## src/rtl/pos_pid_mc_if.sv

```systemverilog
// Sample/DAC bus for pos_pid_mc: frame handshake and output codes.
// Ports: sample_valid/ready, pos_target, pos_adc, pos_dac, dac_valid.
interface pos_pid_mc_if #(
    parameter int NCH = 2,
    parameter int DW  = 16
) ();
    logic              sample_valid;
    logic              sample_ready;
    logic [NCH*DW-1:0] pos_target;
    logic [NCH*DW-1:0] pos_adc;
    logic [NCH*DW-1:0] pos_dac;
    logic              dac_valid;

    modport master (
        output sample_valid,
        output pos_target,
        output pos_adc,
        input  sample_ready,
        input  pos_dac,
        input  dac_valid
    );

    modport slave (
        input  sample_valid,
        input  pos_target,
        input  pos_adc,
        output sample_ready,
        output pos_dac,
        output dac_valid
    );
endinterface

```

## src/rtl/pos_pid_mc.sv

```systemverilog
// Time-multiplexed multi-channel position PID sharing one signed multiplier.
// Ports: clk_pid, sys_rstn (async low), pid_en, bus (pos_pid_mc_if.slave:
//   sample handshake, targets, adc, pos_dac, dac_valid), kp/ki/kd,
//   dac_limit, pid_i_saturation, overrun. Optional PID_DEADBAND_EN adds
//   err_deadband: small errors are forced to zero.
module pos_pid_mc #(
    parameter int NCH  = 2,
    parameter int DW   = 16,
    parameter int GW   = 16,
    parameter int FRAC = 10,
    parameter int ACCW = 32
) (
    input  logic              clk_pid,
    input  logic              sys_rstn,
    input  logic              pid_en,
    pos_pid_mc_if.slave       bus,
    input  logic [NCH*GW-1:0] kp,
    input  logic [NCH*GW-1:0] ki,
    input  logic [NCH*GW-1:0] kd,
    input  logic [DW-1:0]     dac_limit,
    input  logic [ACCW-2:0]   pid_i_saturation,
`ifdef PID_DEADBAND_EN
    input  logic [DW-1:0]     err_deadband,
`endif
    output logic              overrun
);
    localparam int CW = (NCH > 1) ? $clog2(NCH) : 1;
    localparam int SW = ACCW + 2;
    localparam int PW = GW + ACCW;
    localparam logic [DW-1:0] MID  = {1'b1, {(DW-1){1'b0}}};
    localparam logic [DW-1:0] LMAX = {1'b0, {(DW-1){1'b1}}};
    localparam logic [NCH*DW-1:0] MIDS = {NCH{MID}};
    localparam logic [CW-1:0] LAST = CW'(NCH - 1);

    localparam logic [2:0] S_IDLE = 3'd0;
    localparam logic [2:0] S_ERR  = 3'd1;
    localparam logic [2:0] S_MP   = 3'd2;
    localparam logic [2:0] S_MI   = 3'd3;
    localparam logic [2:0] S_MD   = 3'd4;
    localparam logic [2:0] S_SUM  = 3'd5;
    localparam logic [2:0] S_OUT  = 3'd6;

    logic [2:0]         state;
    logic [CW-1:0]      ch;
    logic               armed;
    logic [NCH*DW-1:0]  tgt_s, adc_s;
    logic [NCH*GW-1:0]  kp_s, ki_s, kd_s;
    logic [DW-1:0]      lim_s;
    logic [ACCW-2:0]    isat_s;
    logic signed [ACCW-1:0] integ [NCH];
    logic signed [ACCW-1:0] perr  [NCH];
    logic signed [ACCW-1:0] err_r, der_r;
    logic signed [SW-1:0]   acc;
    logic [NCH*DW-1:0]  stg, dac_q;
    logic               vld_q, ovr_q;

    logic               accept;
    logic [DW-1:0]      tgt_c, adc_c;
    logic signed [DW:0] err_d, err_f;
    logic signed [ACCW-1:0] err_x, integ_c, perr_c, der_c;
    logic signed [ACCW:0]   cand, ncand, isat_w;
    logic               in_bnd;
    logic signed [GW-1:0]   g_op;
    logic signed [ACCW-1:0] m_op;
    logic signed [PW-1:0]   prod;
    logic signed [ACCW-1:0] term;
    logic signed [SW-1:0]   term_w, lim_w, nlim_w;
    logic [DW-1:0]      lim_c, o_c;
    logic [NCH*DW-1:0]  stg_n;

    assign bus.sample_ready = armed & pid_en & (state == S_IDLE);
    assign bus.pos_dac      = dac_q;
    assign bus.dac_valid    = vld_q;
    assign overrun          = ovr_q;
    assign accept = bus.sample_valid & bus.sample_ready;

    assign tgt_c = tgt_s[ch*DW +: DW];
    assign adc_c = adc_s[ch*DW +: DW];
    assign err_d = $signed({1'b0, tgt_c}) - $signed({1'b0, adc_c});

`ifdef PID_DEADBAND_EN
    logic [DW-1:0] db_s;
    logic [DW:0]   err_mag;
    assign err_mag = err_d[DW] ? $unsigned(-err_d) : $unsigned(err_d);
    assign err_f   = (err_mag <= {1'b0, db_s}) ? '0 : err_d;
`else
    assign err_f = err_d;
`endif

    assign err_x   = {{(ACCW-DW-1){err_f[DW]}}, err_f};
    assign integ_c = integ[ch];
    assign perr_c  = perr[ch];
    assign der_c   = err_x - perr_c;

    // Integrator only moves if the candidate stays strictly inside +-isat.
    assign cand   = {integ_c[ACCW-1], integ_c} + {err_x[ACCW-1], err_x};
    assign ncand  = -cand;
    assign isat_w = {2'b00, isat_s};
    assign in_bnd = (ncand < isat_w) && (cand < isat_w);

    always_comb begin
        g_op = '0;
        m_op = '0;
        unique case (1'b1)
            (state == S_MP): begin
                g_op = kp_s[ch*GW +: GW];
                m_op = err_r;
            end
            (state == S_MI): begin
                g_op = ki_s[ch*GW +: GW];
                m_op = integ_c;
            end
            (state == S_MD): begin
                g_op = kd_s[ch*GW +: GW];
                m_op = der_r;
            end
            default: ;
        endcase
    end

    assign prod   = g_op * m_op;
    assign term   = ACCW'(prod >>> FRAC);
    assign term_w = {{2{term[ACCW-1]}}, term};

    assign lim_c  = (lim_s > LMAX) ? LMAX : lim_s;
    assign lim_w  = {{(SW-DW){1'b0}}, lim_c};
    assign nlim_w = -lim_w;

    // acc holds P+I+D with two guard bits, so it never wraps.
    always_comb begin
        if (acc > lim_w)
            o_c = MID + lim_c;
        else if (acc < nlim_w)
            o_c = MID - lim_c;
        else
            o_c = MID + acc[DW-1:0];
    end

    always_comb begin
        stg_n = stg;
        stg_n[ch*DW +: DW] = o_c;
    end

    always_ff @(posedge clk_pid or negedge sys_rstn) begin
        if (!sys_rstn) begin
            state  <= S_IDLE;
            ch     <= '0;
            armed  <= 1'b0;
            tgt_s  <= '0;
            adc_s  <= '0;
            kp_s   <= '0;
            ki_s   <= '0;
            kd_s   <= '0;
            lim_s  <= '0;
            isat_s <= '0;
`ifdef PID_DEADBAND_EN
            db_s   <= '0;
`endif
            for (int i = 0; i < NCH; i++) begin
                integ[i] <= '0;
                perr[i]  <= '0;
            end
            err_r  <= '0;
            der_r  <= '0;
            acc    <= '0;
            stg    <= MIDS;
            dac_q  <= MIDS;
            vld_q  <= 1'b0;
            ovr_q  <= 1'b0;
        end else begin
            armed <= 1'b1;
            vld_q <= 1'b0;
            ovr_q <= pid_en & bus.sample_valid & (state != S_IDLE);
            if (!pid_en) begin
                // Disable parks the outputs and forgets all loop history.
                state <= S_IDLE;
                ch    <= '0;
                for (int i = 0; i < NCH; i++) begin
                    integ[i] <= '0;
                    perr[i]  <= '0;
                end
                acc   <= '0;
                stg   <= MIDS;
                dac_q <= MIDS;
            end else begin
                case (state)
                    S_IDLE: begin
                        if (accept) begin
                            tgt_s  <= bus.pos_target;
                            adc_s  <= bus.pos_adc;
                            kp_s   <= kp;
                            ki_s   <= ki;
                            kd_s   <= kd;
                            lim_s  <= dac_limit;
                            isat_s <= pid_i_saturation;
`ifdef PID_DEADBAND_EN
                            db_s   <= err_deadband;
`endif
                            ch     <= '0;
                            state  <= S_ERR;
                        end
                    end
                    S_ERR: begin
                        if (in_bnd)
                            integ[ch] <= cand[ACCW-1:0];
                        perr[ch] <= err_x;
                        err_r    <= err_x;
                        der_r    <= der_c;
                        state    <= S_MP;
                    end
                    S_MP: begin
                        acc   <= term_w;
                        state <= S_MI;
                    end
                    S_MI: begin
                        acc   <= acc + term_w;
                        state <= S_MD;
                    end
                    S_MD: begin
                        acc   <= acc + term_w;
                        state <= S_SUM;
                    end
                    S_SUM: begin
                        stg <= stg_n;
                        if (ch == LAST) begin
                            // Last channel folds straight into the output
                            // so all codes land together in OUT.
                            dac_q <= stg_n;
                            vld_q <= 1'b1;
                            state <= S_OUT;
                        end else begin
                            ch    <= ch + 1'b1;
                            state <= S_ERR;
                        end
                    end
                    S_OUT:   state <= S_IDLE;
                    default: state <= S_IDLE;
                endcase
            end
        end
    end
endmodule
```

## src/flat_wrapper.sv

```systemverilog
// flat-port wrapper written by rule: the top's interface ports become plain ports
module pos_pid_mc_flat 
#(
    parameter int NCH  = 2,
    parameter int DW   = 16,
    parameter int GW   = 16,
    parameter int FRAC = 10,
    parameter int ACCW = 32
)
  (clk_pid, sys_rstn, pid_en, kp, ki, kd, dac_limit, pid_i_saturation, overrun, bus_sample_valid, bus_pos_target, bus_pos_adc, bus_sample_ready, bus_pos_dac, bus_dac_valid);
  pos_pid_mc_if #(.NCH(NCH), .DW(DW)) bus_i ();
  input  logic clk_pid;
  input  logic sys_rstn;
  input  logic pid_en;
  input  logic [NCH*GW-1:0] kp;
  input  logic [NCH*GW-1:0] ki;
  input  logic [NCH*GW-1:0] kd;
  input  logic [DW-1:0] dac_limit;
  input  logic [ACCW-2:0] pid_i_saturation;
  output logic overrun;
  input wire logic [$bits(bus_i.sample_valid)-1:0] bus_sample_valid;
  input wire logic [$bits(bus_i.pos_target)-1:0] bus_pos_target;
  input wire logic [$bits(bus_i.pos_adc)-1:0] bus_pos_adc;
  output wire logic [$bits(bus_i.sample_ready)-1:0] bus_sample_ready;
  output wire logic [$bits(bus_i.pos_dac)-1:0] bus_pos_dac;
  output wire logic [$bits(bus_i.dac_valid)-1:0] bus_dac_valid;
  assign bus_i.sample_valid = bus_sample_valid;
  assign bus_i.pos_target = bus_pos_target;
  assign bus_i.pos_adc = bus_pos_adc;
  assign bus_sample_ready = bus_i.sample_ready;
  assign bus_pos_dac = bus_i.pos_dac;
  assign bus_dac_valid = bus_i.dac_valid;
  pos_pid_mc #(.NCH(NCH), .DW(DW), .GW(GW), .FRAC(FRAC), .ACCW(ACCW)) u_core (.clk_pid(clk_pid), .sys_rstn(sys_rstn), .pid_en(pid_en), .bus(bus_i), .kp(kp), .ki(ki), .kd(kd), .dac_limit(dac_limit), .pid_i_saturation(pid_i_saturation), .overrun(overrun));
endmodule
```

## config.mk

```make
export PLATFORM = sky130hd
export DESIGN_NAME = pos_pid_mc_flat
export DESIGN_NICKNAME = d
export VERILOG_FILES = /design/src/rtl/pos_pid_mc_if.sv /design/src/rtl/pos_pid_mc.sv /design/src/flat_wrapper.sv
export SDC_FILE = /design/constraint.sdc
export NUM_CORES = 2
export LEC_CHECK = 0
export CORE_UTILIZATION = 41
export CTS_BUF_LIST = sky130_fd_sc_hd__clkbuf_4 sky130_fd_sc_hd__clkbuf_8
export DETAILED_ROUTE_END_ITERATION = 8
export PLACE_DENSITY = 0.65
export SLEW_MARGIN = 10
export SYNTH_ARGS = -nofsm -noshare
export SYNTH_HDL_FRONTEND = slang
export SYNTH_SLANG_ARGS = --single-unit
```

## constraint.sdc

```tcl
create_clock -name clk_pid -period 33.2 [get_ports clk_pid]
set_input_delay 4.98 -clock clk_pid [delete_from_list [all_inputs] [get_ports clk_pid]]
set_output_delay 4.98 -clock clk_pid [all_outputs]
set_load 0.05 [all_outputs]
```

==> results by group <==
Worst setup path
  • Reg2reg end: u_core.acc[33]
  • Reg2reg start: u_core.state[2]
  • CP endpoint kind: flip-flop
  • Slowest CP cell: and3_1
  • Max incr delay on CP: 920 ps
  • R2R cell count: 43
  • CP Class: reg2reg
  • Crit path DAT: 13720 ps
  • Worst Path Required: 33870 ps
  • Flop2flop setup slack: 20150 ps
  • Worst setup SP type: flip-flop
  • Most used cell, CP: fa_1
  • Crit path to: u_core.acc[33]
  • Max FO, Critical Path: 86
  • Setup crit start: u_core.state[2]

Timing
  • Final Max Tran Viols: 0
  • Actual slew at the worst max-slew pin: 1340 ps
  • Part of the cycle the worst path needs: 39.3%
  • Sum Neg Setup Slack: 0 ps
  • FMAX: 76.6 MHz
  • Final Hold Violating Endpoints: 0
  • Setup violations, final: 0
  • Final Skew: 51.7 ps
  • Post-layout min period: 13050 ps
  • Slew HR: 10.6%
  • RSZ-0062 raised after global routing: no

Logic synthesis
  • Most frequent cell after synthesis: nand2_1
  • Post-synthesis sequential area ratio: 25.5%
  • Synth Area in Adders: 29.1%
  • Mux cell area share after synthesis: 9.48%
  • Ys flop type: dfrtp_1
  • Simple-gate share of the synthesized area: 14.7%
  • Post-synth EDFFs: 0
  • Post-synth top area share: 25.3%
  • Synth Area in Compound Gates: 11.0%
  • YS warnings: 0
  • Syn Std Cell Area: 43500 sq um
  • Ranking of synthesized cells by area: dfrtp_1 25%, fa_1 20%, ha_1 9.0%
  • Avg Cell Area, Syn: 9.30 sq um
  • Post-Synth XOR/XNOR Area: 3.16%
  • Synth unique cells: 99
  • Largest family of logic cells by synthesized area: adder cells
  • Ys async rst share: 100%
  • Post-Synthesis Cells: 4681
  • Cell accounting for the most synthesized area: dfrtp_1
  • Post-synth top cells: 602 x nand2_1, 578 x inv_1, 448 x nor2_1, 440 x dfrtp_1, 436 x fa_1
  • Seq cells post-synth: 443

Power and ir drop
  • Leakage power: 23.4 nW
  • Cell Int Power: 0.00164 W
  • Power density over the cells: 59.9 nW/um^2
  • Logic pwr share: 53.4%
  • Peak supply drop: 73.8 uV
  • Sequential share of power: 25.6%
  • Post-layout power: 0.00295 W
  • Clock Power Share: 21.1%
  • P_sw: 0.00131 W
  • Net Sw Frac: 44.3%

Global routing
  • GRT Util Overall: 25.0%
  • Pin count of the biggest net entering global routing: 153
  • Initial antenna violation count: 10
  • Global route overflow: 0
  • Vias in the first global route: 35084
  • First-pass GRT wire length: 207000 microns

Detailed routing
  • Vias/cell: 5.49
  • Final ANT Viol Nets: 0
  • DR iter-0 viols: 2819
  • Avg WL per Cell: 21.2 microns
  • First drt pass iteration count: 5
  • DRT Wirelength: 134000 microns
  • Residual DRC: 0
  • Vias after detailed routing: 34651

CTS
  • Worst-skew pair later-pin latency: 750 ps
  • # H-tree levels: 3
  • Clk buf depth: 3
  • Hold Buf Count CTS: 0
  • CTS resizes: 0
  • CTS tree: yes
  • Postcts setup bufs: 0
  • Inserted Clock Buffers: 80
  • Root buffer cell: clkbuf_8
  • Clk sinks: 443
  • CTS clk-pin slew, worst paths: 60 ps

Final layout
  • Nets: 5817
  • Layout cells sized above 1: 11.0%
  • Fillers: 10004
  • Synth-to-layout area growth: 13.4%

Die
  • Die Ht: 328 microns
  • Starting Density: 41.3%
  • I/O Pins: 246
  • Placement Rows: 119
  • Die area: 107000 sq um
  • Die W: 328 microns
  • Core area: 105000 sq um

Placement
  • Dpl hpwl: 104000 microns
  • Number of buffers added on ports: 245
  • Routability cong.: 0.957

Hold path
  • Hold depth: 2
  • Hold Path Class: reg2reg

Outcome
  • Status: finished, final reports clean

Flow run
  • MaxCap Viol Count: 0
per-stage QoR:
step                      utilization, %  hold slack [ps]  area (sq um)  setup slack, ps  instances
after floorplan                        -              438         43500            22280       4683
after global placement              45.0              453         47400            20800       6165
after detailed placement            45.0              456         47400            20380       6165
after CTS                           46.9              468         49300            20360       6309
after global routing                46.9              495         49300            19190       6309
final                               46.9              465         49300            20150       6313
power by group through the flow:
| stage | clock network (W) | registers [W] | logic [W] |
|---|---|---|---|
| final | 0.000623 | 0.000756 | 0.00158 |
| after global routing | 0.000658 | 0.000766 | 0.00175 |
| after CTS | 0.000633 | 0.000752 | 0.00156 |
| after detailed placement | 0 | 0.000761 | 0.00155 |
| after global placement | 0 | 0.000759 | 0.00152 |
| after floorplan | 0 | 0.000712 | 0.00115 |
routing by layer:
metal | share of wire, % | vias to the layer above | GRT usage (%)
met1 | 43 | 17168 | 34.1
met3 | 9.7 | 222 | 6.75
met2 | 44 | 1342 | 38.6
li1 | - | 15901 | -
met4 | 3.2 | 18 | 7.81
met5 | 0.087 | - | 0
registers in the layout, summed over array words and instances (netlist names), 17 cells and up:
| signal | cells |
|---|---|
| u_core.err_r | 17 |
| u_core.ki_s | 32 |
| u_core.acc | 34 |
| u_core.isat_s | 31 |
| u_core.integ | 64 |
| u_core.bus.pos_dac | 32 |
| u_core.kp_s | 32 |
| u_core.adc_s | 32 |
| u_core.der_r | 32 |
| u_core.kd_s | 32 |
| u_core.tgt_s | 32 |
| u_core.perr | 34 |
area by class of cell:
type / count / area [sq um] / share of cell area, %
Clock buffer: 117 / 1500 / 3.05
Tap cell: 1391 / 1740 / 3.53
Antenna cell: 4 / 10.0 / 0.0203
Inverter: 581 / 2180 / 4.42
Timing Repair Buffer: 310 / 2960 / 5.99
Sequential cell: 443 / 11100 / 22.5
Multi-Input combinational cell: 3440 / 29400 / 59.6
Clock inverter: 27 / 429 / 0.870
cell usage in the layout, fill, tap and decap left out, drive strengths merged, types with 67 or more instances in the layout:
| master | Yosys | final |
|---|---|---|
| a21o | 99 | 99 |
| a21oi | 162 | 162 |
| buf | 35 | 67 |
| clkbuf | 184 | 117 |
| clkdlybuf4s50 | 0 | 243 |
| dfrtp | 440 | 440 |
| fa | 436 | 436 |
| ha | 314 | 314 |
| inv | 580 | 585 |
| mux2 | 266 | 266 |
| mux2i | 113 | 113 |
| nand2 | 602 | 602 |
| nor2 | 451 | 451 |
| nor3 | 70 | 70 |
| o21ai | 166 | 166 |
| xnor2 | 109 | 109 |
worst min path at each step:
stage	slack, ps	endpoint	start
floorplan	440	u_core.der_r[1]	u_core.der_r[1]
global placement	450	u_core.bus.pos_dac[8]	u_core.bus.pos_dac[8]
detailed placement	460	u_core.bus.pos_dac[8]	u_core.bus.pos_dac[8]
CTS	470	u_core.bus.pos_dac[8]	u_core.bus.pos_dac[8]
global route	490	u_core.bus.pos_dac[7]	u_core.bus.pos_dac[7]
finish	470	u_core.bus.pos_dac[8]	u_core.bus.pos_dac[8]
cells by family (layout without fill, tap and decap cells):
group,after synthesis,after routing
AO/OA/AOI/OAI,715,715
XOR/XNOR,154,154
adder cells (fa/ha/maj),750,750
buffers and inverters,800,1035
flip-flops,443,443
multiplexers,379,379
other,1,7
AND/OR/NAND/NOR,1439,1439
critical path: cells and delay by family, from the launching register on:
family | cells | cell delay (ps)
AOI/OAI and AO/OA | 13 | 3850
xor gates and xnor gates | 1 | 190
adders and majority gates | 8 | 3370
buffers and inverters | 4 | 990
DFF | 1 | 630
muxes | 1 | 80
and+or+nand+nor | 16 | 3800
(Power assumes the default switching activity.)
